--- src/rtl/uart_pkg.sv ---
// Shared definitions for the UART-to-FFT sample loading path.
package uart_pkg;

  typedef enum logic [2:0] {
    ST_IDLE,
    ST_LO,
    ST_HI,
    ST_CSUM,
    ST_WAIT
  } state_t;

  localparam logic [7:0]  DEF_SYNC_BYTE      = 8'hA5;
  localparam int unsigned DEF_N_SAMPLES      = 64;
  localparam int unsigned DEF_ADDR_WIDTH     = 6;
  localparam int unsigned DEF_TIMEOUT_CYCLES = 50000;
  localparam int unsigned DEF_TIMER_WIDTH    = $clog2(DEF_TIMEOUT_CYCLES + 1);

endpackage

--- src/rtl/frame_timer.sv ---
// Inter-byte timeout counter: counts enabled cycles since the last clear and
// saturates at LIMIT so a stalled frame cannot wrap back to a non-expired value.
module frame_timer #(
  parameter int unsigned LIMIT = uart_pkg::DEF_TIMEOUT_CYCLES,
  parameter int unsigned WIDTH = uart_pkg::DEF_TIMER_WIDTH
) (
  input  logic clk,
  input  logic rst,
  input  logic clear,
  input  logic enable,
  output logic expired
);

  localparam logic [WIDTH-1:0] LIMIT_V = WIDTH'(LIMIT);

  logic [WIDTH-1:0] count;

  always_ff @(posedge clk) begin
    if (rst || clear) begin
      count <= '0;
    end else if (enable && (count != LIMIT_V)) begin
      count <= count + WIDTH'(1);
    end
  end

  assign expired = enable && (count == LIMIT_V);

endmodule

--- src/rtl/uart_sample_loader.sv ---
// Parses SYNC/{lo,hi}xN/checksum frames from uart_rx into the FFT sample RAM
// and releases a single FFT start pulse for each good frame.
module uart_sample_loader
  import uart_pkg::*;
#(
  parameter int unsigned N_SAMPLES      = DEF_N_SAMPLES,
  parameter int unsigned ADDR_WIDTH     = DEF_ADDR_WIDTH,
  parameter logic [7:0]  SYNC_BYTE      = DEF_SYNC_BYTE,
  parameter int unsigned TIMEOUT_CYCLES = DEF_TIMEOUT_CYCLES
) (
  input  logic                  i_clk,
  input  logic                  i_rst,
  input  logic                  i_rx_flag,
  input  logic [7:0]            i_rx_byte,
  input  logic                  i_fft_busy,
  output logic                  o_wr_en,
  output logic [ADDR_WIDTH-1:0] o_wr_addr,
  output logic [15:0]           o_wr_data,
  output logic                  o_fft_start,
  output logic                  o_frame_done,
  output logic                  o_frame_err
);

  localparam int unsigned        TIMER_WIDTH = $clog2(TIMEOUT_CYCLES + 1);
  localparam logic [ADDR_WIDTH-1:0] LAST_IDX = ADDR_WIDTH'(N_SAMPLES - 1);

  state_t                  state, state_nx;
  logic [ADDR_WIDTH-1:0]   idx, idx_nx;
  logic [7:0]              csum, csum_nx;
  logic [7:0]              lo, lo_nx;

  logic                    wr_en_nx;
  logic [ADDR_WIDTH-1:0]   wr_addr_nx;
  logic [15:0]             wr_data_nx;
  logic                    start_nx;
  logic                    done_nx;
  logic                    err_nx;

  logic                    in_frame;
  logic                    timer_clear;
  logic                    expired;

  assign in_frame    = (state == ST_LO) || (state == ST_HI) || (state == ST_CSUM);
  assign timer_clear = i_rx_flag || !in_frame;

  frame_timer #(
    .LIMIT (TIMEOUT_CYCLES),
    .WIDTH (TIMER_WIDTH)
  ) u_timer (
    .clk     (i_clk),
    .rst     (i_rst),
    .clear   (timer_clear),
    .enable  (in_frame),
    .expired (expired)
  );

  always_ff @(posedge i_clk) begin
    if (i_rst) begin
      state        <= ST_IDLE;
      idx          <= '0;
      csum         <= '0;
      lo           <= '0;
      o_wr_en      <= 1'b0;
      o_wr_addr    <= '0;
      o_wr_data    <= '0;
      o_fft_start  <= 1'b0;
      o_frame_done <= 1'b0;
      o_frame_err  <= 1'b0;
    end else begin
      state        <= state_nx;
      idx          <= idx_nx;
      csum         <= csum_nx;
      lo           <= lo_nx;
      o_wr_en      <= wr_en_nx;
      o_wr_addr    <= wr_addr_nx;
      o_wr_data    <= wr_data_nx;
      o_fft_start  <= start_nx;
      o_frame_done <= done_nx;
      o_frame_err  <= err_nx;
    end
  end

  // A matching checksum with the core already idle skips WAIT so the start
  // pulse lands one cycle after the checksum byte rather than two.
  always_comb begin
    state_nx   = state;
    idx_nx     = idx;
    csum_nx    = csum;
    lo_nx      = lo;
    wr_en_nx   = 1'b0;
    wr_addr_nx = o_wr_addr;
    wr_data_nx = o_wr_data;
    start_nx   = 1'b0;
    done_nx    = 1'b0;
    err_nx     = 1'b0;

    unique case (state)
      ST_IDLE: begin
        if (i_rx_flag && (i_rx_byte == SYNC_BYTE) && !i_fft_busy) begin
          state_nx = ST_LO;
          idx_nx   = '0;
          csum_nx  = '0;
        end
      end

      ST_LO: begin
        if (i_rx_flag) begin
          lo_nx    = i_rx_byte;
          csum_nx  = csum ^ i_rx_byte;
          state_nx = ST_HI;
        end else if (expired) begin
          err_nx   = 1'b1;
          state_nx = ST_IDLE;
        end
      end

      ST_HI: begin
        if (i_rx_flag) begin
          csum_nx    = csum ^ i_rx_byte;
          wr_en_nx   = 1'b1;
          wr_addr_nx = idx;
          wr_data_nx = {i_rx_byte, lo};
          if (idx == LAST_IDX) begin
            state_nx = ST_CSUM;
          end else begin
            idx_nx   = idx + ADDR_WIDTH'(1);
            state_nx = ST_LO;
          end
        end else if (expired) begin
          err_nx   = 1'b1;
          state_nx = ST_IDLE;
        end
      end

      ST_CSUM: begin
        if (i_rx_flag) begin
          if (i_rx_byte != csum) begin
            err_nx   = 1'b1;
            state_nx = ST_IDLE;
          end else if (i_fft_busy) begin
            state_nx = ST_WAIT;
          end else begin
            start_nx = 1'b1;
            done_nx  = 1'b1;
            state_nx = ST_IDLE;
          end
        end else if (expired) begin
          err_nx   = 1'b1;
          state_nx = ST_IDLE;
        end
      end

      ST_WAIT: begin
        if (!i_fft_busy) begin
          start_nx = 1'b1;
          done_nx  = 1'b1;
          state_nx = ST_IDLE;
        end
      end

      default: state_nx = ST_IDLE;
    endcase
  end

endmodule

--- config.mk ---
export PLATFORM = sky130hd
export DESIGN_NAME = uart_sample_loader
export DESIGN_NICKNAME = d
export VERILOG_FILES = /design/src/rtl/uart_pkg.sv /design/src/rtl/frame_timer.sv /design/src/rtl/uart_sample_loader.sv
export SDC_FILE = /design/constraint.sdc
export NUM_CORES = 1
export LEC_CHECK = 0
export CAP_MARGIN = 20
export CORE_MARGIN = 5
export CORE_UTILIZATION = 55
export DETAILED_ROUTE_END_ITERATION = 6
export HOLD_SLACK_MARGIN = 0.05
export PLACE_DENSITY = 0.79
export SLEW_MARGIN = 0
export SYNTH_ARGS = -nofsm -noshare
export SYNTH_HDL_FRONTEND = slang
export SYNTH_SLANG_ARGS = --single-unit
--- constraint.sdc ---
create_clock -name i_clk -period 2.05 [get_ports i_clk]
set_input_delay 0.41 -clock i_clk [delete_from_list [all_inputs] [get_ports i_clk]]
set_output_delay 0.41 -clock i_clk [all_outputs]
set_load 0.02 [all_outputs]
==> summary.txt, run 1 <==
Pwr
  – Leak: about 1.4 nW
  – Total Power: between 0.002 and 0.003 W
  – Worst vdd ir: approximately 0.65 mV
  – Power per Cell Area: approximately 720 mW/mm^2

CTS
  – Htree depth: 3
  – Worst-skew pair later-pin latency: about 350 ps
  – CTS tree: built
  – CTS hold repair buffers: 0
  – Sink Count: 66
  – Worst-path clk slew: ~80 ps
  – Clk root buf: clkbuf_8
  – CTS resizes: 0
  – Num CTS Buffers: 9
  – Deepest clock path buffer count: 2
  – Buffer count from post-CTS setup fixing: 0

Logic synthesis
  – Synth Area in Adders: 0.0123
  – Post-synthesis compound-gate area fraction: 0.165
  – Main synth FF type: dfxtp_1
  – Synth warnings: 0
  – Syn Std Cell Area: around 0.0031 sq mm
  – Synth cell types: 56
  – XOR/XNOR share of the synthesized area: 0.0343
  – FFs w/ async S/R, synth: 0
  – Post-synth EDFFs: 0
  – Mapped Avg Cell Area: between 8 and 9 sq um
  – Cell count after synthesis: 356
  – Synth Register Bits: 66
  – Largest family of logic cells by synthesized area: simple AND/OR/NAND/NOR gates
  – Fraction of synthesized area in multiplexers: 0.0429
  – Post-synthesis sequential area ratio: 0.432
  – Synth Area in Simple Gates: 0.275
  – Mapped Nets: between 300 and 400

Drt
  – Routed Wire Length: between 7000 and 8000 microns
  – First-pass iteration count of the detailed router: 4
  – Routed vias/inst: between 5 and 6
  – WL/cell: between 15 and 20 microns
  – Post-route antenna net violation count: 0
  – DRT iter0 DRCs: 180
  – Post-route DRC: 0
  – DR vias: 2,819

Final layout
  – Share of cells above drive strength 1: 0.153
  – Filler instances: roughly 400
  – Layout area overhead: 29.0%
  – Final net count: 429
  – Design area: around 0.0039 sq mm
  – Sequential cell area: ~0.0013 sq mm
  – Multi-input gate area: about 0.0016 sq mm
  – Diode count: 0
  – Most common cell after layout, fill and taps aside: dfxtp_1
  – Final design utilization: 0.722
  – Most frequent cells in the layout: dfxtp_1, nand2_1, a21oi_1

Critical path
  – Required time of the critical path: around 2300 ps
  – WP buf/inv: 0
  – Critical Path AT: roughly 2100 ps
  – CP Cell Sequence: or4_4 > or4_4 > nand4_2 > mux2i_1
  – CP peak stage delay: between 500 and 600 ps
  – Startpoint Class: flop
  – Critical path type: reg2reg
  – Crit-path slowest cell: or4_4
  – Endpoint class of the critical path: flop
  – Most used cell, CP: or4_4
  – Cell family with most CP delay: simple AND/OR/NAND/NOR gates
  – CP Max Fanout: 7

Timing
  – Max Freq: 0.536 GHz
  – Worst Tran Pin Value: roughly 530 ps
  – RSZ-0062 raised after global routing: false
  – Final period utilization: 0.910
  – Slew margin rel.: 0.646
  – Post-route minimum period: approximately 1900 ps
  – Final hold vios: 0
  – Final Max Slew Viols: 0
  – Final clock skew: between 6 and 7 ps
  – Final setup vio count: 0

Global routing
  – First-pass GRT wire length: between 10,000 and 15,000 microns
  – Largest net degree at the start of global routing: 44
  – Global route overflow: 0
  – Initial antenna violation count: 0
  – Vias in the first global route: about 2,700
  – GRT Total Usage: 0.219

Placement
  – Final HPWL DP: slightly above 5000 microns
  – Post-DP Area: ~0.0037 sq mm
  – Buffers added on ports: 37
  – Routability congestion estimate: 0.826

Floorplanning
  – Boundary Pins: 38
  – Starting Density: 0.559
  – Die Height: around 85 microns
  – Core Region: around 0.0055 sq mm
  – Standard-cell rows: 27
  – Die Footprint: just over 0.007 sq mm
  – Die Wd: 84.6 microns

Run
  – MaxCap Viol Count: 0

Worst hold path
  – Min-Delay Path Class: reg2reg

Run status
  – Result of the run: completed
area by class of cell:
type	count	share of cell area
Inverter	8	0.00760
Multi-Input combinational cell	262	0.410
Sequential cell	66	0.335
Clock buffer	11	0.0358
Clock inverter	5	0.0317
Timing Repair Buffer	67	0.157
Tap cell	72	0.0228
worst paths after layout:
check	cells past startpoint	end	slack, ps	startpoint
hold reg to reg	2	o_wr_data[2]	460	lo[2]
hold / removal	2	o_wr_data[2]	460	lo[2]
setup reg to reg	4	u_timer.count[5]	180	u_timer.count[2]
setup / recovery	4	u_timer.count[5]	180	u_timer.count[2]
kinds of logic after synthesis:
logic type,Yosys count
DFF,66
AOI/OAI and AO/OA,79
and+or+nand+nor,155
buffers and inverters,28
xor gates and xnor gates,12
adders and majority gates,3
muxes,13
stage by stage:
step,TNS [ps],hold WS [ps],worst slack (ps),instances
after floorplan,0,431,273,356
after global placement,-90.8,435,-61.7,475
after detailed placement,-370,442,-95.0,475
after CTS,0,456,189,491
final,0,457,185,491
after global routing,0,476,96.0,491
power by group:
part	switching [W]	internal (W)	total, W
combinational	0.0000586	0.0000514	0.000110
sequential	0.000000289	0.00128	0.00128
clock	0.000497	0.000963	0.00146
cell usage after synthesis, types with 3 or more instances:
cell type  number  share of area
a21oi_1        42          0.069
a311oi_1        8          0.023
buf_2           5         0.0082
clkbuf_1       11          0.013
dfxtp_1        66           0.43
ha_1            3          0.012
inv_1           7         0.0086
mux2i_1        12          0.039
nand2_1        64          0.078
nand3_1        21          0.034
nand4_1         4         0.0082
nor2_1         18          0.022
nor3_1          3         0.0049
nor4_1          5          0.010
o211a_1         3         0.0098
o21ai_0         9          0.015
o31ai_1         4         0.0098
or3_1           7          0.014
or4_1           3         0.0074
xor2_1         11          0.031
worst register-to-register path: stages (launching register included):
cell and delay [ps]:
dfxtp_1 380, or4_4 580, or4_4 550, nand4_2 120, mux2i_1 180
registers in the layout (all words and copies together), names as in the netlist, 3 cells and up:
register	count
o_wr_data	16
u_timer.count	16
csum	8
lo	8
idx	6
o_wr_addr	6
state	3
metal layers:
layer,vias up,wire (microns),GRT usage
met5,-,0,0
met4,0,131,0.0791
met3,12,410,0.0589
met2,68,3400,0.336
met1,1351,3510,0.295
li1,1388,-,-
No activity file was read; power rests on OpenSTA's default activity.
==> run 2, diff against run 1 <==
Settings changed: CORE_ASPECT_RATIO set to 0.9.
==> run 2 against run 1 <==
Effect of this change: highest routed layer unchanged; die area is essentially flat; via count grew 1.0%; clock skew is essentially flat; register-to-register slack gained 40 ps; design area shrank 0.79%; worst setup slack gained 11 ps; wire length grew 2.2%.
==> summary.txt, run 2 (synthesis gave the netlist of run 1 again) <==
Floorplanning
  – Boundary Pins: 38 (unchanged)
  – Die Height: 80.8 microns (-4.5%)
  – Die Footprint: 0.00716 sq mm (about the same)
  – Standard-cell rows: 25 (-7.4%)
  – Die Wd: 88.6 microns (+4.8%)
  – Starting Density: 0.576 (+0.0163)
  – Core Region: 0.00532 sq mm (-2.8%)

Final layout
  – Most common cell after layout, fill and taps aside: dfxtp_1
  – Layout area overhead: 28.0%
  – Most frequent cells in the layout: dfxtp_1, nand2_1, a21oi_1
  – Multi-input gate area: 0.00162 sq mm (unchanged)
  – Sequential cell area: 0.00132 sq mm (unchanged)
  – Share of cells above drive strength 1: 0.158 (+0.00565)
  – Filler instances: 393 (-4.4%)
  – Final net count: 433 (+0.93%)
  – Largest regs: o_wr_data x16, u_timer.count x16
  – Diode count: 0 (unchanged)

Run status
  – Result of the run: completed

CTS
  – Worst-path clk slew: 70 ps (about the same)
  – Deepest clock path buffer count: 2 (unchanged)
  – Buffer count from post-CTS setup fixing: 0 (unchanged)
  – Num CTS Buffers: 9 (unchanged)
  – Worst-skew pair later-pin latency: 350 ps (about the same)
  – Htree depth: 3 (unchanged)
  – CTS resizes: 0 (unchanged)
  – CTS tree: built
  – Clk root buf: clkbuf_8
  – CTS hold repair buffers: 0 (unchanged)
  – Sink Count: 66 (unchanged)

Drt
  – DRT iter0 DRCs: 155 (-14%)
  – Post-route DRC: 0 (unchanged)
  – First-pass iteration count of the detailed router: 5 (+1)
  – Routed vias/inst: 5.81 (+1.2%)
  – Post-route antenna net violation count: 0 (unchanged)
  – DR vias: 2,848 (+1.0%)
  – WL/cell: 15.5 microns (+2.4%)
  – Routed Wire Length: 7610 microns (+2.2%)

Worst hold path
  – Hold depth: 2 (unchanged)
  – Hold Crit Start: lo[3]
  – Worst Hold End: o_wr_data[3]
  – Min-Delay Path Class: reg2reg

Timing
  – Worst hold slack: 452 ps (-4.90 ps)
  – Post-route minimum period: 1850 ps (-11.1 ps)
  – Final Max Slew Viols: 0 (unchanged)
  – Slew margin rel.: 0.645 (about the same)
  – RSZ-0062 raised after global routing: false
  – Worst Tran Pin Value: 531 ps (+0.372 ps)
  – Final period utilization: 0.904 (-0.00539)
  – Final clock skew: 7.13 ps (+0.145 ps)
  – Setup TNS: 0 ps (unchanged)
  – Max Freq: 0.539 GHz (+0.60%)
  – Final setup vio count: 0 (unchanged)
  – Final hold vios: 0 (unchanged)

Global routing
  – GRT Total Usage: 0.228 (+0.00920)
  – Global route overflow: 0 (unchanged)
  – Largest net degree at the start of global routing: 44 (unchanged)
  – Vias in the first global route: 2,628 (-3.7%)
  – Initial antenna violation count: 0 (unchanged)
  – First-pass GRT wire length: 12,600 microns (-0.97%)

Critical path
  – R2r endpoint: u_timer.count[5]
  – Startpoint Class: input pin
  – CP Max Fanout: 9 (+2)
  – Reg2reg path depth: 4 (unchanged)
  – Required time of the critical path: 2340 ps (about the same)
  – Critical Path AT: 2140 ps (about the same)
  – Critical path type: in2reg
  – Endpoint class of the critical path: flop
  – CP Launch Point: i_rx_byte[6]
  – R2R Setup Slk: 220 ps (+40 ps)
  – Worst R2R Start: u_timer.count[3]

Run
  – MaxCap Viol Count: 0 (unchanged)

Placement
  – Routability congestion estimate: 0.825 (-0.21%)
  – Final HPWL DP: 5260 microns (+1.9%)
  – Buffers added on ports: 37 (unchanged)

Pwr
  – Power per Cell Area: 627 mW/mm^2 (-13%)
  – Leak: 1.41 nW (-1.0%)
  – Worst vdd ir: 0.461 mV (-29%)
## run 2: cell count changes in the layout (fill, tap and decap cells not counted)
| cell | change |
|---|---|
| clkinv_2 | +1 |
| clkbuf_8 | -1 |
| clkinvlp_4 | +2 |
| buf_4 | +2 |
| buf_12 | +2 |
| bufinv_16 | -3 |
| clkbuf_1 | +1 |
## run 2: how the worst max path moves through the flow
stage / cells past startpoint / to / slack (ps)
6_report: 5 / idx[0] / 200
4_1_cts: 4 / u_timer.count[5] / 220
3_3_place_gp: 5 / idx[0] / -60
5_1_grt: 5 / csum[3] / 110
3_5_place_dp: 5 / idx[0] / -90
2_1_floorplan: 4 / u_timer.count[4] / 270
## run 2: layer usage
| metal | vias up | track usage | share of wire |
|---|---|---|---|
| li1 | 1401 | - | - |
| met4 | 0 | 0.0770 | 0.012 |
| met3 | 12 | 0.0690 | 0.062 |
| met2 | 84 | 0.339 | 0.45 |
| met1 | 1351 | 0.314 | 0.47 |
| met5 | - | 0 | 0 |
## run 2: stage by stage
step	area (sq um)	util	worst slack, ps	total power, W	std cells
6_report	3920	0.737	196	0.00246	490
5_1_grt	3920	0.737	115	0.00254	490
4_1_cts	3920	0.737	220	0.00247	490
3_5_place_dp	3730	0.702	-92.6	0.00142	474
3_3_place_gp	3730	0.702	-61.1	0.00142	474
2_1_floorplan	3060	-	273	0.00135	356
## run 2: layout make-up
| cell class | count | share of cell area |
|---|---|---|
| tap | 67 | 0.0214 |
| sequential | 66 | 0.337 |
| timing repair buffer | 71 | 0.172 |
| inverter | 8 | 0.00767 |
| clock inverter | 5 | 0.0141 |
| clock buffer | 11 | 0.0335 |
| multi-input combinational | 262 | 0.414 |
## run 2: critical path, cell delays in order
cell and delay [ps]:
clkdlybuf4s50_1 490, and4bb_2 400, a31oi_2 200, or4b_1 550
o21ai_1 90
## run 2: power by group
group | internal [W] | total (W) | switching [W]
Clock | 0.000558 | 0.00106 | 0.000503
Sequential | 0.00128 | 0.00128 | 0.000000257
Combinational | 0.0000545 | 0.000115 | 0.0000608
